<file path="src/rtl/btn_pkg.sv">
// btn_pkg
// Shared definitions for the push-button conditioner and its consumers.
//   NBTN        : number of board buttons
//   btn_idx_e   : bit position of each button inside a button vector
//   btn_vec_t   : one bit per button
//   rpt_state_e : auto-repeat FSM states used by debounce_cell
//   maxOf       : elaboration-time helper for sizing counters
package btn_pkg;

    localparam int NBTN = 5;

    typedef enum logic [2:0] {
        BTN_L,
        BTN_R,
        BTN_U,
        BTN_D,
        BTN_C
    } btn_idx_e;

    typedef logic [NBTN-1:0] btn_vec_t;

    typedef enum logic {
        RPT_IDLE,
        RPT_HELD
    } rpt_state_e;

    function automatic int maxOf(input int a, input int b);
        return (a > b) ? a : b;
    endfunction

endpackage

</file>
<file path="src/rtl/debounce_cell.sv">
// debounce_cell
// Conditions one raw push-button: two-flop synchroniser, debounce counter
// and auto-repeat FSM. All outputs are registered.
//   clk    : pixel clock
//   rst_n  : asynchronous active-low reset
//   i_raw  : raw asynchronous button, active high
//   o_lvl  : debounced level
//   o_dn   : one-cycle pulse when o_lvl rises
//   o_up   : one-cycle pulse when o_lvl falls
//   o_rpt  : pulse at press, then after REPEAT_DELAY, then every REPEAT_PERIOD
module debounce_cell
    import btn_pkg::*;
#(
    parameter int DEBOUNCE_CYCLES = 400_000,
    parameter int REPEAT_DELAY    = 16_000_000,
    parameter int REPEAT_PERIOD   = 4_000_000
) (
    input  logic clk,
    input  logic rst_n,
    input  logic i_raw,
    output logic o_lvl,
    output logic o_dn,
    output logic o_up,
    output logic o_rpt
);

    localparam int DW = $clog2(DEBOUNCE_CYCLES + 1);
    localparam int RW = $clog2(maxOf(REPEAT_DELAY, REPEAT_PERIOD) + 1);

    localparam logic [DW-1:0] DLAST        = DW'(DEBOUNCE_CYCLES - 1);
    localparam logic [RW-1:0] RDELAY_LOAD  = RW'(REPEAT_DELAY - 1);
    localparam logic [RW-1:0] RPERIOD_LOAD = RW'(REPEAT_PERIOD - 1);

    logic [1:0]    r_sync;
    logic [DW-1:0] r_dcnt;
    logic          r_lvl;
    logic          r_dn;
    logic          r_up;
    logic          r_rpt;
    logic [RW-1:0] r_rcnt;
    rpt_state_e    r_state;

    logic          w_differ;
    logic          w_accept;
    logic          w_rise;
    logic          w_fall;
    rpt_state_e    w_stateNxt;
    logic [RW-1:0] w_rcntNxt;
    logic          w_rptNxt;

    // The debounced level flips on the same edge the counter sees its last
    // disagreeing sample, so rise/fall are decoded combinationally here and
    // shared by the level register and the repeat FSM.
    assign w_differ = r_sync[1] != r_lvl;
    assign w_accept = w_differ && (r_dcnt == DLAST);
    assign w_rise   = w_accept && !r_lvl;
    assign w_fall   = w_accept && r_lvl;

    // Two-flop synchroniser; r_sync[1] is the sample the debouncer trusts.
    always_ff @(posedge clk or negedge rst_n) begin
        if (!rst_n) begin
            r_sync <= 2'b00;
        end else begin
            r_sync <= {r_sync[0], i_raw};
        end
    end

    // Debounce counter: any agreement with the current level restarts the
    // count, so only an unbroken run of DEBOUNCE_CYCLES samples is accepted.
    always_ff @(posedge clk or negedge rst_n) begin
        if (!rst_n) begin
            r_dcnt <= '0;
            r_lvl  <= 1'b0;
            r_dn   <= 1'b0;
            r_up   <= 1'b0;
        end else begin
            r_dn <= w_rise;
            r_up <= w_fall;
            if (!w_differ) begin
                r_dcnt <= '0;
            end else if (w_accept) begin
                r_dcnt <= '0;
                r_lvl  <= ~r_lvl;
            end else begin
                r_dcnt <= r_dcnt + 1'b1;
            end
        end
    end

    // Repeat FSM state register, countdown and registered repeat pulse.
    always_ff @(posedge clk or negedge rst_n) begin
        if (!rst_n) begin
            r_state <= RPT_IDLE;
            r_rcnt  <= '0;
            r_rpt   <= 1'b0;
        end else begin
            r_state <= w_stateNxt;
            r_rcnt  <= w_rcntNxt;
            r_rpt   <= w_rptNxt;
        end
    end

    // Next-state logic. In HELD an accepted release is checked before the
    // countdown so that a release landing on a repeat edge suppresses it.
    always_comb begin
        w_stateNxt = r_state;
        w_rcntNxt  = r_rcnt;
        w_rptNxt   = 1'b0;
        case (r_state)
            RPT_IDLE: begin
                if (w_rise) begin
                    w_stateNxt = RPT_HELD;
                    w_rcntNxt  = RDELAY_LOAD;
                    w_rptNxt   = 1'b1;
                end
            end
            RPT_HELD: begin
                if (w_fall) begin
                    w_stateNxt = RPT_IDLE;
                    w_rcntNxt  = '0;
                end else if (r_rcnt == '0) begin
                    w_rptNxt  = 1'b1;
                    w_rcntNxt = RPERIOD_LOAD;
                end else begin
                    w_rcntNxt = r_rcnt - 1'b1;
                end
            end
            default: begin
                w_stateNxt = RPT_IDLE;
                w_rcntNxt  = '0;
            end
        endcase
    end

    assign o_lvl = r_lvl;
    assign o_dn  = r_dn;
    assign o_up  = r_up;
    assign o_rpt = r_rpt;

endmodule

</file>
<file path="src/rtl/btn_conditioner.sv">
// btn_conditioner
// Synchronises, debounces and auto-repeats the board push-buttons, one
// independent debounce_cell per button (bit order fixed by btn_pkg).
//   clk     : pixel clock, the only clock
//   rst_n   : asynchronous active-low reset
//   btn_raw : raw asynchronous buttons, active high
//   btn_lvl : debounced levels
//   btn_dn  : one-cycle press pulses
//   btn_up  : one-cycle release pulses
//   btn_rpt : auto-repeat pulses (one at press, more while held)
module btn_conditioner #(
    parameter int NBTN            = btn_pkg::NBTN,
    parameter int DEBOUNCE_CYCLES = 400_000,
    parameter int REPEAT_DELAY    = 16_000_000,
    parameter int REPEAT_PERIOD   = 4_000_000
) (
    input  logic            clk,
    input  logic            rst_n,
    input  logic [NBTN-1:0] btn_raw,
    output logic [NBTN-1:0] btn_lvl,
    output logic [NBTN-1:0] btn_dn,
    output logic [NBTN-1:0] btn_up,
    output logic [NBTN-1:0] btn_rpt
);

    // A zero count would make the counters meaningless, so refuse to build.
    if (DEBOUNCE_CYCLES < 1) begin : g_badDebounce
        $fatal(1, "btn_conditioner: DEBOUNCE_CYCLES must be >= 1");
    end
    if (REPEAT_DELAY < 1) begin : g_badDelay
        $fatal(1, "btn_conditioner: REPEAT_DELAY must be >= 1");
    end
    if (REPEAT_PERIOD < 1) begin : g_badPeriod
        $fatal(1, "btn_conditioner: REPEAT_PERIOD must be >= 1");
    end

    for (genvar gi = 0; gi < NBTN; gi++) begin : g_cell
        debounce_cell #(
            .DEBOUNCE_CYCLES (DEBOUNCE_CYCLES),
            .REPEAT_DELAY    (REPEAT_DELAY),
            .REPEAT_PERIOD   (REPEAT_PERIOD)
        ) u_cell (
            .clk   (clk),
            .rst_n (rst_n),
            .i_raw (btn_raw[gi]),
            .o_lvl (btn_lvl[gi]),
            .o_dn  (btn_dn[gi]),
            .o_up  (btn_up[gi]),
            .o_rpt (btn_rpt[gi])
        );
    end

endmodule

</file>
<file path="config.mk">
export PLATFORM = sky130hd
export DESIGN_NAME = btn_conditioner
export DESIGN_NICKNAME = d
export VERILOG_FILES = /design/src/rtl/btn_pkg.sv /design/src/rtl/debounce_cell.sv /design/src/rtl/btn_conditioner.sv
export SDC_FILE = /design/constraint.sdc
export NUM_CORES = 1
export LEC_CHECK = 0
export BUFFER_PORTS_ARGS = -buffer_cell sky130_fd_sc_hd__buf_2
export CORE_MARGIN = 2
export CORE_UTILIZATION = 55
export CTS_BUF_LIST = sky130_fd_sc_hd__clkbuf_16
export CTS_CLUSTER_DIAMETER = 60
export DETAILED_ROUTE_END_ITERATION = 16
export MAX_ROUTING_LAYER = met4
export PLACE_DENSITY = 0.77
export SYNTH_ARGS = -nofsm -noshare
export SYNTH_HDL_FRONTEND = slang
export SYNTH_SLANG_ARGS = --single-unit
</file>
<file path="constraint.sdc">
create_clock -name clk -period 4.8 [get_ports clk]
set_input_delay 0.96 -clock clk [delete_from_list [all_inputs] [get_ports clk]]
set_output_delay 0.96 -clock clk [all_outputs]
set_load 0.03 [all_outputs]
</file>
[Word-level counts from Yosys, hierarchy flattened]
Cells that the tools add are included.
Storage, ports and cells
  register bits: 250
  bits of input ports: 7
  logic and storage cells: 165
  output and inout bits: 20
Cells by class
  bitwise operators: 10
  $add $sub $neg: 10
  equality and inequality tests: 15
  multiplexer cells: 60
  reduce and logical (&&, ||, !) cells: 30
Operator list (number)
  $mux W24: 15
  $pmux W24 S2: 5
  $mux W19: 10
  $logic_not A24 Y1: 5
  $sub A24 B1 Y24 const B: 5
  $add A19 B1 Y19 const B: 5
  $eq A19 B19 Y1 const B: 5
  $mux W1: 20
  $pmux W1 S2: 10
  $logic_and A1 B1 Y1: 15
  $ne A2 B1 Y1 const B: 5
  $not A1 Y1: 10
  $reduce_and A2 Y1: 5
  $logic_not A1 Y1: 5
  $ne A1 B1 Y1: 5

[Depth between registers and ports, before layout]
  depth after elaboration: 5
  mapped depth: 9

[Modules after synthesis]
From an unflattened synthesis, not the netlist that was laid out.
Second synthesis, totals
  cell total of the unflattened synthesis: 1425
  area total of the unflattened synthesis: 13694.4 um2
By module, submodules not included
  debounce_cell (g_cell[0].u_cell ...): cells each 285, area an instance 2758.9 um2, sequential area each 1226.2 um2, times used 4
  debounce_cell (g_cell[4].u_cell): cells each 285, area an instance 2658.8 um2, sequential area each 1226.2 um2, times used 1

[Worst setup path before layout]
OpenSTA, ideal clock, no wires.
  kind: register to register
  start: register g_cell[2].u_cell.r_dcnt[15]
  end: register g_cell[2].u_cell.r_dcnt[11]
  buffers on the path: 3
  required time: 4.679 ns
  slack: 2.508 ns
  setup time: 0.121 ns
  stages on the path, launching flop included: 9
  data arrival time: 2.170 ns
  cell sequence: dfrtp_1 > or4_1 > or4_1 > or2_1 > clkbuf_1 > nand2b_1 > buf_4 > buf_2 > nor2_1
Between the ends
  word-level cells in the longest chain between the ends: 4
Ends and longest elaborated chain
  start, declared: RTL line debounce_cell.sv:35  | logic [DW-1:0] r_dcnt;
  start signal, assigned: RTL line debounce_cell.sv:85  | r_dcnt <= r_dcnt + 1'b1;
  $eq A19 B19 Y1: RTL line debounce_cell.sv:55  | assign w_accept = w_differ && (r_dcnt == DLAST);
  $logic_and A1 B1 Y1: RTL line debounce_cell.sv:55
  $mux W19: RTL line debounce_cell.sv:81  | end else if (w_accept) begin
  $mux W19: RTL line debounce_cell.sv:79  | if (!w_differ) begin
No other way between the ends.
A chain may end at the register's enable or synchronous reset.

==> impl_metrics.env <==
export IMPL_maxCapViolations=0
export IMPL_cp_max_fo=46
export IMPL_gp_congestion=0.880
export IMPL_path_clk_slew_ns=0.06
export IMPL_drc=0
export IMPL_hold_buffers=0
export IMPL_ys_seq_area_frac=0.465
export IMPL_hp_class="reg2reg"
export IMPL_cp_arrival_ns=3.43
export IMPL_area_growth_pct=8.92
export IMPL_cts_buffers=28
export IMPL_yosys_top_cells_area="dfrtp_1 (47%), nor2_1 (5.6%), xnor2_1 (3.4%)"
export IMPL_die_x_um=159
export IMPL_diodes=0
export IMPL_synth_enable_flop_cells=0
export IMPL_use_met1=0.308
export IMPL_ctsResizeCount=0
export IMPL_crit_type="reg2reg"
export IMPL_fmax_mhz=328
export IMPL_cpPeakStageDelay_ns=0.81
export IMPL_grt_use_total=0.224
export IMPL_timing_final_crit_period_ns=3.05
export IMPL_rows=56
export IMPL_synth_seq_cells=245
export IMPL_ir_drop_uv=230
export IMPL_drive_gt1_frac=0.0767
export IMPL_clock_skew_ns=0.00827
export IMPL_p_leak_nw=6.61
export IMPL_via_per_inst=6.02
export IMPL_antenna_found_initial=0
export IMPL_async_flop_share=1.00
export IMPL_cts_tree="done"
export IMPL_drt_total_wl_um=27400
export IMPL_rsz0062_at_grt="no"
export IMPL_core_sq_mm=0.0235
export IMPL_port_buffers=26
export IMPL_clock_latency_ns=0.53
export IMPL_worst_pin_slew_ns=1.17
export IMPL_grt_use_met2=0.354
export IMPL_fin_tns_setup_ns=0
export IMPL_ant_nets=0
export IMPL_use_met3=0.0293
export IMPL_syn_area_sq_mm=0.0132
export IMPL_fin_total_pwr_mw=4.26
export IMPL_critPathLaunchType="flop"
export IMPL_critPathSlowestCell="nand2b_1"
export IMPL_cts_buffer_depth=3
export IMPL_cp_num_buf_inv=1
export IMPL_vias=10638
export IMPL_final_util=0.612
export IMPL_status="finished clean"
export IMPL_nets=1451
export IMPL_die_h_um=159
export IMPL_cpLargestDelayFamily="simple AND/OR/NAND/NOR gates"
export IMPL_syn_avg_cell_area_sq_um=9.18
export IMPL_hpwl_um=17500
export IMPL_syn_nets=1458
export IMPL_htree_levels=1
export IMPL_cts_root_buf="clkbuf_16"
export IMPL_yosysUniqueCellTypes=78
export IMPL_slew_viol_final=0
export IMPL_busiest_layer="met2"
export IMPL_die_area_sq_mm=0.0252
export IMPL_grt_ovfl_total=0
export IMPL_drt_iter0_drc=811
export IMPL_io_pins=27
export IMPL_synth_largest_area_cell="dfrtp_1"
export IMPL_setup_violations=0
export IMPL_syn_inst=1436
export IMPL_synth_top_area_frac=0.465
export IMPL_synth_flop_cell="dfrtp_1"
export IMPL_holdWs_ns=0.351
export IMPL_cp_data_required_time_ns=5.18
export IMPL_floorplan_initialDensity=0.562
export IMPL_hold_violations=0
export IMPL_grt_pass1_vias=10345
export IMPL_endpoint_kind="flop"
export IMPL_finalCritPeriodShare=0.635
export IMPL_power_density_mw_per_mm2=297
export IMPL_cts_sinks=245
export IMPL_yosysWarningCount=0
export IMPL_firstDrtPassIters=7
export IMPL_grt_max_degree=104
export IMPL_wire_per_inst_um=15.5
export IMPL_crit_chain="buf_4, xnor2_1, nor4_1, nand3_1, nand2b_1, nor2_1"
export IMPL_grt_pass1_wl_um=48100
export IMPL_n_fill_cell=1957
export IMPL_relSlewSlack=0.218
export IMPL_postCtsSetupRepairBufs=0
area by class of cell:
type                       count  area [sq um]  share of cell area
clock buffer                  29           726              0.0505
clock inverter                20           186              0.0130
inverter                      56           210              0.0146
multi-input combinational   1060          6460               0.450
sequential                   245          6130               0.427
tap                          319           399              0.0278
timing repair buffer          38           243              0.0169
Yosys cell counts (22+ instances only):
| master | instances |
|---|---|
| a21oi_1 | 67 |
| nand2_1 | 103 |
| nor4_1 | 54 |
| nor2_1 | 195 |
| nand4_1 | 26 |
| xnor2_1 | 51 |
| inv_1 | 54 |
| o21ai_0 | 45 |
| or3_1 | 30 |
| dfrtp_1 | 245 |
| xor2_1 | 44 |
| nor3_1 | 48 |
| clkbuf_1 | 44 |
| a31oi_1 | 25 |
| or4_1 | 25 |
| o21a_1 | 29 |
| and3_1 | 22 |
| nand3_1 | 62 |
routing by layer:
metal,up-vias,part of all wire
met3,40,0.047
li1,5178,-
met4,0,0.015
met2,268,0.48
met5,-,0
met1,5152,0.46
cells in the final DEF, fill, tap and decap left out, drive strengths merged, types with 10 or more instances in the layout:
master | netlist | layout
o22a | 12 | 12
or4 | 29 | 29
nand4 | 26 | 26
nand2 | 103 | 103
nor3 | 49 | 49
nor4 | 56 | 56
and3 | 22 | 22
clkinv | 2 | 12
dfrtp | 245 | 245
a2bb2oi | 18 | 18
o21a | 29 | 29
inv | 54 | 60
clkbuf | 44 | 29
a31oi | 25 | 25
or3 | 31 | 31
xor2 | 44 | 44
nor2 | 195 | 195
o21ai | 49 | 49
a21oi | 67 | 67
a22oi | 10 | 10
xnor2 | 51 | 51
buf | 31 | 38
nand3 | 62 | 62
mux2i | 14 | 14
o22ai | 20 | 20
ha | 15 | 15
or2 | 10 | 10
power by group:
group | internal (mW) | total (mW) | leakage [nW] | switching (mW)
sequential | 2.08 | 2.09 | 3.39 | 0.0138
clock | 1.25 | 2.09 | 0.468 | 0.837
combinational | 0.0170 | 0.0786 | 2.75 | 0.0617
cells by family after synthesis:
| kind of cell | share of synthesized area |
|---|---|
| compound gates | 0.151 |
| xor+xnor | 0.0631 |
| fa+ha+maj | 0.0142 |
| buf+inv | 0.0450 |
| flops | 0.465 |
| mux | 0.0115 |
| simple gates | 0.250 |
sequential cells by signal (all words and copies together) (netlist names), named ones only:
signal                count
g_cell.u_cell.r_sync     10
g_cell.u_cell.o_up        5
g_cell.u_cell.o_lvl       3
g_cell.u_cell.o_dn        5
g_cell.u_cell.r_rcnt    120
g_cell.u_cell.r_dcnt     95
g_cell.u_cell.o_rpt       5
stage by stage:
stage               instance area (sq um)  std cells  worst slack (ns)
detailed placement                  13400       1718              1.81
floorplan                           13200       1436              2.51
global route                        14400       1767              1.31
CTS                                 14400       1767              1.76
global placement                    13400       1718              1.91
finish                              14400       1767              1.75
final timing paths:
path,start,slack (ns),end,cells after the start
setup reg to reg,flop,1.75,g_cell[0].u_cell.r_dcnt[2]$_DFF_PN0_,6
hold reg to reg,g_cell[4].u_cell.r_sync[0]$_DFF_PN0_,0.35,g_cell[4].u_cell.r_sync[1]$_DFF_PN0_,0
min in group asynchronous,rst_n,0.45,g_cell[1].u_cell.r_rcnt[8]$_DFFE_PN0P_,1
setup / recovery,flop,1.75,g_cell[0].u_cell.r_dcnt[2]$_DFF_PN0_,6
max in group asynchronous,rst_n,3.26,g_cell[0].u_cell.r_rcnt[3]$_DFFE_PN0P_,2
hold / removal,g_cell[4].u_cell.r_sync[0]$_DFF_PN0_,0.35,g_cell[4].u_cell.r_sync[1]$_DFF_PN0_,0
Note: power is estimated with default switching activity, not from simulation.
